`src/rtl/e1ofn_pkg.sv`:
```
// Shared types and token helpers for the e1ofN <-> valid/ready bridge.
// Helpers work on zero-padded maximum-size vectors so one package serves every M/N.
package e1ofn_pkg;

  localparam int unsigned MAX_M     = 32;
  localparam int unsigned MAX_N     = 16;
  localparam int unsigned MAX_L     = 4;
  localparam int unsigned MAX_RAILS = MAX_M * MAX_N;

  typedef enum logic {
    RX_WAIT,
    RX_ACK
  } rx_state_t;

  typedef enum logic [1:0] {
    TX_IDLE,
    TX_DATA,
    TX_NEUT
  } tx_state_t;

  // Index of the hot rail; only meaningful when the digit is exactly one-hot.
  function automatic logic [MAX_L-1:0] onehot_digit_to_bin(input logic [MAX_N-1:0] rails);
    logic [MAX_L-1:0] val;
    val = '0;
    for (int unsigned r = 0; r < MAX_N; r++) begin
      if (rails[r]) val = val | MAX_L'(r);
    end
    return val;
  endfunction

  // Values that have no rail in an n-rail digit saturate to the top rail.
  function automatic logic [MAX_N-1:0] bin_to_onehot_digit(input logic [MAX_L-1:0] val,
                                                           input int unsigned     n);
    logic [MAX_L-1:0] clamped;
    clamped = (32'(val) >= n) ? MAX_L'(n - 1) : val;
    return MAX_N'(1) << clamped;
  endfunction

  function automatic logic token_complete(input logic [MAX_RAILS-1:0] rails,
                                          input int unsigned         m,
                                          input int unsigned         n);
    logic        ok;
    int unsigned hot;
    ok = 1'b1;
    for (int unsigned i = 0; i < MAX_M; i++) begin
      if (i < m) begin
        hot = 0;
        for (int unsigned r = 0; r < MAX_N; r++) begin
          if (r < n && rails[i*n + r]) hot++;
        end
        if (hot != 1) ok = 1'b0;
      end
    end
    return ok;
  endfunction

  // Caller zero-pads unused rails, so the whole vector can be tested.
  function automatic logic token_neutral(input logic [MAX_RAILS-1:0] rails);
    return ~|rails;
  endfunction

endpackage

```
`src/rtl/e1ofn_sync.sv`:
```
// Parameterised-width two-flop synchronizer for the asynchronous e1ofN inputs.
module e1ofn_sync
  import e1ofn_pkg::*;
#(
  parameter int unsigned WIDTH = 1
) (
  input  logic             clk_i,
  input  logic             rst_i,
  input  logic [WIDTH-1:0] d_i,
  output logic [WIDTH-1:0] q_o
);

  logic [WIDTH-1:0] meta_q;
  logic [WIDTH-1:0] sync_q;

  always_ff @(posedge clk_i) begin
    if (rst_i) begin
      meta_q <= '0;
      sync_q <= '0;
    end else begin
      meta_q <= d_i;
      sync_q <= meta_q;
    end
  end

  assign q_o = sync_q;

endmodule

```
`src/rtl/e1ofn_rtl_bridge.sv`:
```
// Bridges an M-digit 1-of-N channel pair to clocked valid/ready handshakes.
// Define E1OFN_SYNC_EN to pass in_rails/out_e through two-flop synchronizers.
module e1ofn_rtl_bridge
  import e1ofn_pkg::*;
#(
  parameter  int unsigned M = 9,
  parameter  int unsigned N = 2,
  localparam int unsigned L = $clog2(N),
  localparam int unsigned W = M * L
) (
  input  logic           CLK,
  input  logic           _RESET,
  input  logic [M*N-1:0] in_rails,
  output logic           in_e,
  output logic [W-1:0]   rcv_data,
  output logic           rcv_valid,
  input  logic           rcv_ready,
  input  logic [W-1:0]   snd_data,
  input  logic           snd_valid,
  output logic           snd_ready,
  output logic [M*N-1:0] out_rails,
  input  logic           out_e
);

  if (M < 1 || M > MAX_M || N < 2 || N > MAX_N) begin : g_bad_params
    $error("e1ofn_rtl_bridge: M/N outside supported range");
  end

  logic [M*N-1:0] rails_s;
  logic           out_e_s;

`ifdef E1OFN_SYNC_EN
  e1ofn_sync #(.WIDTH(M*N)) u_sync_rails (
    .clk_i (CLK),
    .rst_i (_RESET),
    .d_i   (in_rails),
    .q_o   (rails_s)
  );

  e1ofn_sync #(.WIDTH(1)) u_sync_out_e (
    .clk_i (CLK),
    .rst_i (_RESET),
    .d_i   (out_e),
    .q_o   (out_e_s)
  );
`else
  assign rails_s = in_rails;
  assign out_e_s = out_e;
`endif

  rx_state_t      rx_q, rx_d;
  logic           in_e_q, in_e_d;
  logic [W-1:0]   rcv_data_q, rcv_data_d;
  logic           rcv_valid_q, rcv_valid_d;

  tx_state_t      tx_q, tx_d;
  logic [M*N-1:0] out_rails_q, out_rails_d;
  logic           snd_ready_q, snd_ready_d;

  logic [MAX_RAILS-1:0] rails_ext;
  logic                 rx_complete;
  logic                 rx_neutral;
  logic [W-1:0]         rx_word;
  logic [M*N-1:0]       tx_word;
  logic [MAX_N-1:0]     dec_digit;
  logic [MAX_L-1:0]     dec_val;
  logic [MAX_L-1:0]     enc_val;
  logic [MAX_N-1:0]     enc_digit;
  logic                 consume;

  always_comb begin
    rails_ext            = '0;
    rails_ext[M*N-1:0]   = rails_s;
    rx_complete          = token_complete(rails_ext, M, N);
    rx_neutral           = token_neutral(rails_ext);
    rx_word              = '0;
    dec_digit            = '0;
    dec_val              = '0;
    for (int unsigned i = 0; i < M; i++) begin
      dec_digit          = '0;
      dec_digit[N-1:0]   = rails_s[i*N +: N];
      dec_val            = onehot_digit_to_bin(dec_digit);
      rx_word[i*L +: L]  = dec_val[L-1:0];
    end
  end

  always_comb begin
    tx_word              = '0;
    enc_val              = '0;
    enc_digit            = '0;
    for (int unsigned i = 0; i < M; i++) begin
      enc_val            = '0;
      enc_val[L-1:0]     = snd_data[i*L +: L];
      enc_digit          = bin_to_onehot_digit(enc_val, N);
      tx_word[i*N +: N]  = enc_digit[N-1:0];
    end
  end

  // A consume and a capture may coincide: the single buffer refills without a bubble.
  always_comb begin
    rx_d        = rx_q;
    rcv_data_d  = rcv_data_q;
    rcv_valid_d = rcv_valid_q;
    consume     = rcv_valid_q & rcv_ready;
    if (consume) rcv_valid_d = 1'b0;
    unique case (rx_q)
      RX_WAIT: begin
        if (rx_complete && (!rcv_valid_q || consume)) begin
          rx_d        = RX_ACK;
          rcv_data_d  = rx_word;
          rcv_valid_d = 1'b1;
        end
      end
      RX_ACK: begin
        if (rx_neutral) rx_d = RX_WAIT;
      end
      default: rx_d = RX_WAIT;
    endcase
    in_e_d = (rx_d == RX_WAIT);
  end

  always_comb begin
    tx_d        = tx_q;
    out_rails_d = out_rails_q;
    unique case (tx_q)
      TX_IDLE: begin
        if (snd_valid && snd_ready_q) begin
          out_rails_d = tx_word;
          tx_d        = TX_DATA;
        end
      end
      TX_DATA: begin
        if (!out_e_s) begin
          out_rails_d = '0;
          tx_d        = TX_NEUT;
        end
      end
      TX_NEUT: begin
        if (out_e_s) tx_d = TX_IDLE;
      end
      default: begin
        out_rails_d = '0;
        tx_d        = TX_IDLE;
      end
    endcase
    snd_ready_d = (tx_d == TX_IDLE) && out_e_s;
  end

  always_ff @(posedge CLK) begin
    if (_RESET) begin
      rx_q        <= RX_WAIT;
      in_e_q      <= 1'b1;
      rcv_data_q  <= '0;
      rcv_valid_q <= 1'b0;
      tx_q        <= TX_IDLE;
      out_rails_q <= '0;
      snd_ready_q <= 1'b0;
    end else begin
      rx_q        <= rx_d;
      in_e_q      <= in_e_d;
      rcv_data_q  <= rcv_data_d;
      rcv_valid_q <= rcv_valid_d;
      tx_q        <= tx_d;
      out_rails_q <= out_rails_d;
      snd_ready_q <= snd_ready_d;
    end
  end

  assign in_e      = in_e_q;
  assign rcv_data  = rcv_data_q;
  assign rcv_valid = rcv_valid_q;
  assign snd_ready = snd_ready_q;
  assign out_rails = out_rails_q;

endmodule

```
`config.mk`:
```
export PLATFORM = sky130hd
export DESIGN_NAME = e1ofn_rtl_bridge
export DESIGN_NICKNAME = d
export VERILOG_FILES = /design/src/rtl/e1ofn_pkg.sv /design/src/rtl/e1ofn_sync.sv /design/src/rtl/e1ofn_rtl_bridge.sv
export SDC_FILE = /design/constraint.sdc
export NUM_CORES = 1
export LEC_CHECK = 0
export BUFFER_PORTS_ARGS = -buffer_cell sky130_fd_sc_hd__buf_2
export CAP_MARGIN = 20
export CORE_AREA = 5 5 65 67
export CTS_CLUSTER_DIAMETER = 60
export DETAILED_ROUTE_END_ITERATION = 10
export DIE_AREA = 0 0 70 72
export PLACE_DENSITY = 0.79
export SLEW_MARGIN = 20
export SYNTH_ARGS = -nofsm -noshare
export SYNTH_HDL_FRONTEND = slang
export SYNTH_SLANG_ARGS = --single-unit
```
`constraint.sdc`:
```
create_clock -name CLK -period 2.2 [get_ports CLK]
set_input_delay 0.55 -clock CLK [delete_from_list [all_inputs] [get_ports CLK]]
set_output_delay 0.55 -clock CLK [all_outputs]
set_load 0.02 [all_outputs]
```
==> results.ini <==
[yosys]
synth_area_um2 = 1672
synthArstFlopShare_pct = 0
yosys_warnings = 0
ys_types = 30
syn_nets = 218
ys_seq_area_share_pct = 39.52
synth.ff_latch_count = 33
ys.flop_type = dfxtp_1
synth.avg_cell_area_um2 = 9.444
synth_cells = 177
synth_edf_count = 0

[critical_path]
critical_path_class = reg2reg
crit_required_ns = 2.42
max_stage_delay_ns = 0.51
path_cells = and3b_1 > o22ai_4 > mux2_2
r2r-end = out_rails[10]
r2r_setup_slack_ns = 0.53
end_kind = flip-flop
worstPathArrival_ns = 1.89
reg2reg_from = tx_q[1]
reg2reg_depth = 3
crit_slowest_cell = dfxtp_1
start_kind = flip-flop
crit_fanout = 14

[run]
cap_violations = 0

[global_routing]
grt_antenna_before_repair = 0
grt_start_max_net_pins = 28
first_global_vias = 1356
grt_pass1_wl_mm = 5.699
grtUsageTotal_pct = 13.97
overflow = 0

[clocking]
clockBufferDepth = 2
postCtsHoldBufs = 0
cts_inserted_buffers = 5
cts_root_buf = clkbuf_4
post_cts_buffers = 0
clk_pin_slew_worst_paths_ns = 0.10
clk_latency_ns = 0.33
clock_sinks = 33
htreeDepth = 2
cts.repair.resized = 0
cts_tree = done

[drt]
wl_met3_um = 331
routedWlPerCell_um = 11.46
ant_nets = 0
dr.max_layer_used = met4
via_per_inst = 4.644
wl_met2_mm = 1.465
dr.pass1.iters = 4
drt_iter0_markers = 44
wl_met1_mm = 1.492
drc = 0
wl_mm = 3.311
vias = 1342

[floorplanning]
initial_core_util_pct = 46.71
core_um2 = 3578
dieArea_um2 = 5040
ios = 62
die_h_um = 72
rows = 22
die_w_um = 70

[timing]
fin_setup_tns_ns = 0
grt_setup_unrepaired = false
slew_headroom_pct = 60.52
worst_slew_pin_slew_ns = 0.5890
fmax_mhz = 597.2
final_hold_viol_count = 0
finalSetupViolCount = 0
fin_crit_sh_pct = 76.11
skew_ns = 0.01055
hold_ws_ns = 0.4064
post-route-min-period_ns = 1.675
slew_viol_final = 0

[pwr]
pwr_density_cell_nw_per_um2 = 554.8
power.leakage_nw = 1.072
ir_worst_vdd_v = 0.0004427

[layout]
synthToLayoutAreaGrowth_pct = 23.28
drive_above_1_share_pct = 35.27
diodes = 0
layout_commonest_cell = buf_2
nets = 281
final_cell_mix = 61 x buf_2, 33 x dfxtp_1, 28 x nand2b_1, 19 x inv_1, 18 x mux2i_1

[place]
place_congestion = 0.7772
hpwl_mm = 2.593
io_buffers = 61

[hold_path]
hp-class = in2reg
hp-start = out_e
hold_path_depth = 2
hold_end = tx_q[1]

[outcome]
status = finished, final reports clean

power by group:
part	internal, W	leakage (nW)	switching (W)
clock	0.000120	0.0310	0.000204
combinational	0.0000898	0.773	0.000100
sequential	0.000618	0.268	0.0000114
final cells by class:
cell class | instances | area (µm²)
repair buffers | 65 | 335.3
flip-flops and latches | 33 | 660.6
well taps | 48 | 60.06
multi-input cells | 116 | 878.3
clock buffers | 5 | 37.54
inverters | 19 | 71.32
fillers | 327 | 1518
clock inverters | 3 | 17.52
routing by layer:
layer	vias up	track usage, %
met5	-	0
met4	0	5.106
met3	2	7.341
met2	46	22.35
met1	592	15.97
li1	702	-
kinds of logic after synthesis:
family | share of synthesized area [%]
simple gates | 24.55
flops | 39.52
buf+inv | 7.934
mux | 17.07
fa+ha+maj | 6.737
compound gates | 3.668
xor+xnor | 0.5240
how the worst max path moves through the flow:
stage	cells after the start	start	to
floorplan	6	in_rails[2]	rcv_data[0]
global placement	7	in_rails[11]	rcv_data[4]
detailed placement	7	in_rails[3]	rcv_data[5]
CTS	3	tx_q[1]	out_rails[10]
global route	4	tx_q[1]	out_rails[5]
finish	3	tx_q[1]	out_rails[10]
state kept, by name, summed over array words and instances, names as in the netlist:
register,count
rx_q,1
rcv_data,9
snd_ready,1
rcv_valid,1
out_rails,18
tx_q,2
in_e,1
synthesized netlist by cell type, types with 2 or more instances:
cell type	instances	area, µm²
nor2b_1	10	62.56
buf_2	3	15.01
nor2_1	11	41.29
nand2b_1	28	175.2
nand2_1	11	41.29
a21oi_1	2	10.01
and4_1	3	26.28
mux2i_1	18	180.2
dfxtp_1	33	660.6
clkbuf_1	4	15.01
inv_1	19	71.32
ha_1	9	112.6
mux2_2	8	90.09
nand4_1	2	12.51
through the flow:
stage / setup slack [ns] / utilization (%) / instances / total power (W) / area [µm²]
after floorplan: 0.5011 / - / 177 / 0.0007678 / 1672
after global routing: 0.4326 / 57.59 / 289 / 0.001222 / 2061
final: 0.5255 / 57.59 / 289 / 0.001143 / 2061
after global placement: 0.3912 / 56.05 / 281 / 0.0008332 / 2006
after detailed placement: 0.3406 / 56.05 / 281 / 0.0008358 / 2006
after CTS: 0.4990 / 57.59 / 289 / 0.001168 / 2061
worst max-delay path, delay by kind of cell (launching register included):
kind | cells | cell delay [ns]
simple gates | 1 | 0.25
compound gates | 1 | 0.42
mux | 1 | 0.40
flops | 1 | 0.51
Power figures use the tool's default switching activity.
